<file path="config.mk">
export PLATFORM = sky130hd
export DESIGN_NAME = weighted_sum_pipelined_n
export DESIGN_NICKNAME = d
export VERILOG_FILES = /design/src/rtl/weighted_sum_pipelined_n.sv
export SDC_FILE = /design/constraint.sdc
export NUM_CORES = 2
export LEC_CHECK = 0
export CORE_MARGIN = 2
export CORE_UTILIZATION = 61
export DETAILED_ROUTE_END_ITERATION = 6
export DONT_BUFFER_PORTS = 1
export PLACE_DENSITY = 0.8
export SYNTH_ARGS = -nofsm -noshare
export SYNTH_HDL_FRONTEND = slang
export SYNTH_SLANG_ARGS = --single-unit
</file>
<file path="constraint.sdc">
create_clock -name clk -period 2.97 [get_ports clk]
set_input_delay 0.594 -clock clk [delete_from_list [all_inputs] [get_ports clk]]
set_output_delay 0.594 -clock clk [all_outputs]
set_load 0.02 [all_outputs]
</file>
<file path="src/rtl/weighted_sum_pipelined_n.sv">
// weighted_sum_pipelined_n: N_TAPS-lane unsigned dot product.
// Datapath: registered multiply, registered LOG2N-level adder tree, then a
// final stage that emits one sum per beat or accumulates beats until i_last.
// Flow control:
//   - i_valid/i_ready: a beat transfers on a rising edge when both are high.
//   - o_valid/o_ready: a result transfers on a rising edge when both are high.
//   - o_valid, once high, holds with o_data/o_sat stable until o_ready.
//   - i_ready is ~(o_valid & ~o_ready) and has no dependency on i_valid.
// Optional macro WSUM_SATURATE_EN: saturate o_data to all ones and raise
// o_sat when the sum does not fit in OUT_WIDTH bits. Without the macro,
// o_data is the truncated sum and o_sat stays 0.
module weighted_sum_pipelined_n #(
  parameter int WIDTH     = 16,
  parameter int N_TAPS    = 4,
  parameter int ACC_GUARD = 8,
  parameter int OUT_WIDTH = 32
) (
  input  logic                       clk,
  input  logic                       rst,
  input  logic                       i_valid,
  output logic                       i_ready,
  input  logic                       i_mode,
  input  logic                       i_last,
  input  logic [N_TAPS*WIDTH-1:0]    i_data,
  input  logic [N_TAPS*WIDTH-1:0]    weights,
  output logic                       o_valid,
  input  logic                       o_ready,
  output logic [OUT_WIDTH-1:0]       o_data,
  output logic                       o_sat
);

  localparam int LOG2N = $clog2(N_TAPS);
  localparam int TREEW = 2*WIDTH + LOG2N;
  localparam int FULLW = TREEW + ACC_GUARD;

  // Stage 0 holds products; stage l (1..LOG2N) holds level-l pairwise sums.
  // All stages share the lossless tree width to keep the array regular.
  logic [TREEW-1:0] tree_q [0:LOG2N][0:N_TAPS-1];
  logic [TREEW-1:0] tree_d [0:LOG2N][0:N_TAPS-1];
  logic             vld_q  [0:LOG2N];
  logic             vld_d  [0:LOG2N];
  logic             mode_q [0:LOG2N];
  logic             mode_d [0:LOG2N];
  logic             last_q [0:LOG2N];
  logic             last_d [0:LOG2N];

  logic [FULLW-1:0]     acc_q, acc_d;
  logic                 acc_open_q, acc_open_d;
  logic                 o_valid_q, o_valid_d;
  logic [OUT_WIDTH-1:0] o_data_q, o_data_d;
  logic                 o_sat_q, o_sat_d;

  logic                 stall;
  logic                 accept;
  logic [FULLW-1:0]     sum;
  logic [OUT_WIDTH-1:0] res;
  logic                 sat;

  assign stall   = o_valid_q & ~o_ready;
  assign i_ready = ~stall;
  assign accept  = i_valid & i_ready;
  assign o_valid = o_valid_q;
  assign o_data  = o_data_q;
  assign o_sat   = o_sat_q;

  // Multiply and tree stages advance together whenever the output is not stalled.
  always_comb begin
    tree_d = tree_q;
    vld_d  = vld_q;
    mode_d = mode_q;
    last_d = last_q;
    if (!stall) begin
      vld_d[0]  = accept;
      mode_d[0] = i_mode;
      last_d[0] = i_last;
      for (int k = 0; k < N_TAPS; k++) begin
        tree_d[0][k] = TREEW'(i_data[k*WIDTH +: WIDTH]) * TREEW'(weights[k*WIDTH +: WIDTH]);
      end
      for (int l = 1; l <= LOG2N; l++) begin
        vld_d[l]  = vld_q[l-1];
        mode_d[l] = mode_q[l-1];
        last_d[l] = last_q[l-1];
        for (int k = 0; k < N_TAPS/2; k++) begin
          if (k < (N_TAPS >> l)) begin
            tree_d[l][k] = tree_q[l-1][2*k] + tree_q[l-1][2*k+1];
          end
        end
      end
    end
  end

  // Output formatting: saturate or truncate the running sum.
  always_comb begin
    sum = (acc_open_q ? acc_q : '0) + FULLW'(tree_q[LOG2N][0]);
`ifdef WSUM_SATURATE_EN
    sat = |(sum >> OUT_WIDTH);
    res = sat ? '1 : sum[OUT_WIDTH-1:0];
`else
    sat = 1'b0;
    res = sum[OUT_WIDTH-1:0];
`endif
  end

  // Final stage: emit a result on per-beat or last beats, otherwise fold into acc.
  always_comb begin
    acc_d      = acc_q;
    acc_open_d = acc_open_q;
    o_valid_d  = o_valid_q;
    o_data_d   = o_data_q;
    o_sat_d    = o_sat_q;
    if (vld_q[LOG2N] && !stall) begin
      if (!mode_q[LOG2N] || last_q[LOG2N]) begin
        o_data_d   = res;
        o_sat_d    = sat;
        o_valid_d  = 1'b1;
        acc_d      = '0;
        acc_open_d = 1'b0;
      end else begin
        acc_d      = sum;
        acc_open_d = 1'b1;
        if (o_valid_q && o_ready) o_valid_d = 1'b0;
      end
    end else if (o_valid_q && o_ready) begin
      o_valid_d = 1'b0;
    end
  end

  // State registers; reset drops in-flight beats and any partial accumulation.
  always_ff @(posedge clk or negedge rst) begin
    if (!rst) begin
      for (int l = 0; l <= LOG2N; l++) begin
        vld_q[l]  <= 1'b0;
        mode_q[l] <= 1'b0;
        last_q[l] <= 1'b0;
        for (int k = 0; k < N_TAPS; k++) tree_q[l][k] <= '0;
      end
      acc_q      <= '0;
      acc_open_q <= 1'b0;
      o_valid_q  <= 1'b0;
      o_data_q   <= '0;
      o_sat_q    <= 1'b0;
    end else begin
      tree_q     <= tree_d;
      vld_q      <= vld_d;
      mode_q     <= mode_d;
      last_q     <= last_d;
      acc_q      <= acc_d;
      acc_open_q <= acc_open_d;
      o_valid_q  <= o_valid_d;
      o_data_q   <= o_data_d;
      o_sat_q    <= o_sat_d;
    end
  end

endmodule

</file>
==> results.py <==
metrics = {
    "cts": {
        "cts.reportedPaths.clkPinSlew_ns": 0.07,
        "h-tree-depth": 1,
        "cts_num_sinks": 299,
        "cts_inserted_buffers": 31,
        "clockBufferDepth": 3,
        "clock_latency_ns": 0.58,
        "cts_tree": "yes",
        "cts-root-buf": "clkbuf_16",
    },
    "floorplan": {
        "rows": 105,
        "initial_core_util": 0.6167,
        "die_w_um": 292.4,
        "dieArea_sq_um": 85470,
        "die_h_um": 292.4,
        "core-area_sq_um": 82240,
        "io_pins": 169,
    },
    "critical_path": {
        "r2r_cells": 15,
        "crit-reg2reg-launch": "acc_open_q",
        "cp-start-kind": "input port",
        "arrival_ns": 6.16,
        "r2r_slack_ns": -0.21,
        "cp.required_ns": 3.40,
        "worstPathMaxFanout": 16,
        "crit_path_end_kind": "flip-flop",
        "critPathKind": "in2reg",
        "reg2reg_to": "o_data[22]",
    },
    "status": {
        "outcome": "finished with violations",
        "failed_checks": "negative hold slack, negative setup slack",
    },
    "cells_and_area": {
        "final_common_cell": "inv_1",
        "drive_gt1_frac": 0.1893,
        "fin_util": 0.7262,
        "synthToLayoutAreaGrowth_pct": 17.74,
        "mostFrequentLayoutCells": "inv_1, nand2_1, fa_1, and2_1, ha_1",
        "nets": 7492,
    },
    "sta": {
        "worst_pin_slew_ns": 1.156,
        "finalCritPeriodShare": 1.931,
        "rsz0062_at_grt": "true",
        "fin_hold_ws_ns": -0.2700,
        "period_needed_ns": 5.734,
        "max_freq_ghz": 0.1744,
        "slew_viol_final": 0,
        "max_slew_margin": 0.2267,
        "fin_ws_ns": -2.764,
        "skew_ns": 0.01248,
        "setup_violations": 118,
        "finalHoldViolCount": 299,
    },
    "drt": {
        "drc": 0,
        "drt_iter0_drc": 2964,
        "vias_per_cell": 5.797,
        "drt_wl_total_mm": 133.8,
        "vias": 41340,
        "avgRoutedWirePerCell_um": 18.76,
        "ant_nets": 0,
        "firstDrtPassIters": 6,
    },
    "logic_synthesis": {
        "synth.net_count": 7198,
        "ys_types": 89,
        "ys_seq_area_frac": 0.1475,
        "syn_area_per_cell_sq_um": 8.830,
        "synth_ff_type": "dfrtp_1",
        "yosysTopAreaCell": "fa_1",
        "postSynthCellCount": 5744,
        "yosys.area.top_type_share": 0.3079,
        "synth_warnings": 0,
        "synth_edf_count": 0,
        "synthArstFlopShare": 1.000,
        "syn_area_sq_um": 50720,
        "synthTopCellsByArea": "fa_1, dfrtp_1, ha_1",
        "ys_ff_latch": 299,
    },
    "place": {
        "dp_hpwl_mm": 99.62,
        "gp_congestion": 0.9193,
        "post-place-ws_ns": -3.365,
        "io_buffers": 0,
    },
    "global_routing": {
        "grt_pass1_wl_mm": 214.3,
        "busiest_layer": "met2",
        "gr-usage-met3": 0.03650,
        "met2_usage": 0.5116,
        "use_met1": 0.4205,
        "grt_max_degree": 300,
        "overflow": 0,
        "grt_antenna_before_repair": 4,
        "grtUsageTotal": 0.3059,
        "grt_pass1_vias": 43520,
    },
    "min_path": {
        "hold_path_class": "in2async",
    },
    "flow_run": {
        "drv_cap": 0,
    },
}
-- critical path, stage by stage --
cell and delay [ns]:
and2_4 0.14, fa_1 0.54, inv_2 0.04, fa_1 0.41, fa_1 0.45, fa_1 0.49, inv_1 0.05, fa_1 0.53
inv_1 0.05, fa_1 0.49, inv_1 0.09, ha_4 0.28, and4_4 0.26, and3_4 0.19, a32oi_4 0.12, a311o_1 0.44
o41a_1 0.38, o21ai_2 0.23, a221oi_2 0.09, xor2_1 0.17, a21oi_1 0.11
-- state kept, by name, indices dropped and copies added (netlist names) --
| name | cells |
|---|---|
| vld_q | 3 |
| acc_open_q | 1 |
| tree_q | 224 |
| mode_q | 3 |
| o_data | 32 |
| o_valid | 1 |
| last_q | 3 |
| acc_q | 32 |
-- layout make-up --
type / count / area (sq um)
timing repair buffer: 491 / 4018
sequential: 299 / 7487
inverter: 952 / 3598
clock buffer: 42 / 887.1
antenna: 3 / 7.507
fill: 5656 / 22520
tap: 1070 / 1339
clock inverter: 12 / 216.5
multi-input combinational: 4263 / 42170
-- kinds of logic (layout without fill, tap and decap cells) --
family / count (synthesis) / count (layout) / synth area share
simple gates: 1806 / 1806 / 0.1688
fa+ha+maj: 1320 / 1320 / 0.4411
buf+inv: 1182 / 1497 / 0.08760
compound gates: 906 / 906 / 0.1149
flops: 299 / 299 / 0.1475
xor+xnor: 221 / 221 / 0.03816
mux: 9 / 9 / 0.001949
other cells: 1 / 4 / 0.00007394
-- how the worst max path moves through the flow --
stage	start	cells after the start	end	slack, ns
floorplan	weights[5]	22	tree_q[402]	-3.10
global placement	weights[4]	22	tree_q[402]	-3.30
detailed placement	weights[4]	22	tree_q[404]	-3.36
CTS	weights[4]	21	tree_q[402]	-2.61
global route	i_data[6]	23	tree_q[398]	-2.95
finish	i_data[6]	21	tree_q[404]	-2.76
-- synthesized netlist by cell type (all sizes together), types with 6 or more instances --
cell	count
nor2	216
a21o	156
dfrtp	299
xor2	98
clkbuf	224
a21boi	6
o21bai	36
a41oi	10
fa	780
nand3	38
nor2b	30
a31o	8
a211o	7
a211oi	21
and2	521
nor3	25
nand4	21
a221oi	12
o21a	23
a22o	28
a2111oi	7
a221o	6
inv	952
a31oi	34
o21ai	189
mux2	7
a21oi	292
o211ai	13
o31ai	19
xnor2	123
and3	24
buf	6
ha	540
nand2b	29
nand2	872
-- per-layer routing --
layer | share of wire | vias to the layer above
li1 | - | 18670
met1 | 0.41 | 20680
met2 | 0.48 | 1627
met3 | 0.075 | 366
met4 | 0.034 | 2
met5 | 0.000022 | -
-- what timing repair did --
action	in CTS	in global routing
hold endpoints to repair	299	299
gates resized for setup	211	361
setup buffers	26	61
pin swaps	223	316
gates cloned	0	1
endpoints found under the setup margin	137	164
-- per-stage QoR --
stage	instance area [sq um]	cells	setup TNS [ns]	hold slack, ns
2_1_floorplan	52630	5744	-226.91	0.2984
3_5_place_dp	55610	7022	-262.05	0.3272
5_1_grt	59720	7131	-213.97	-0.2692
6_report	59720	7132	-197.11	-0.2700
4_1_cts	57860	7098	-190.10	-0.2771
3_3_place_gp	55610	7022	-254.88	0.3289
Power is left out: the tool's default activity adds up to more than one toggle a clock period on the data nets, which glitch-free logic cannot reach.
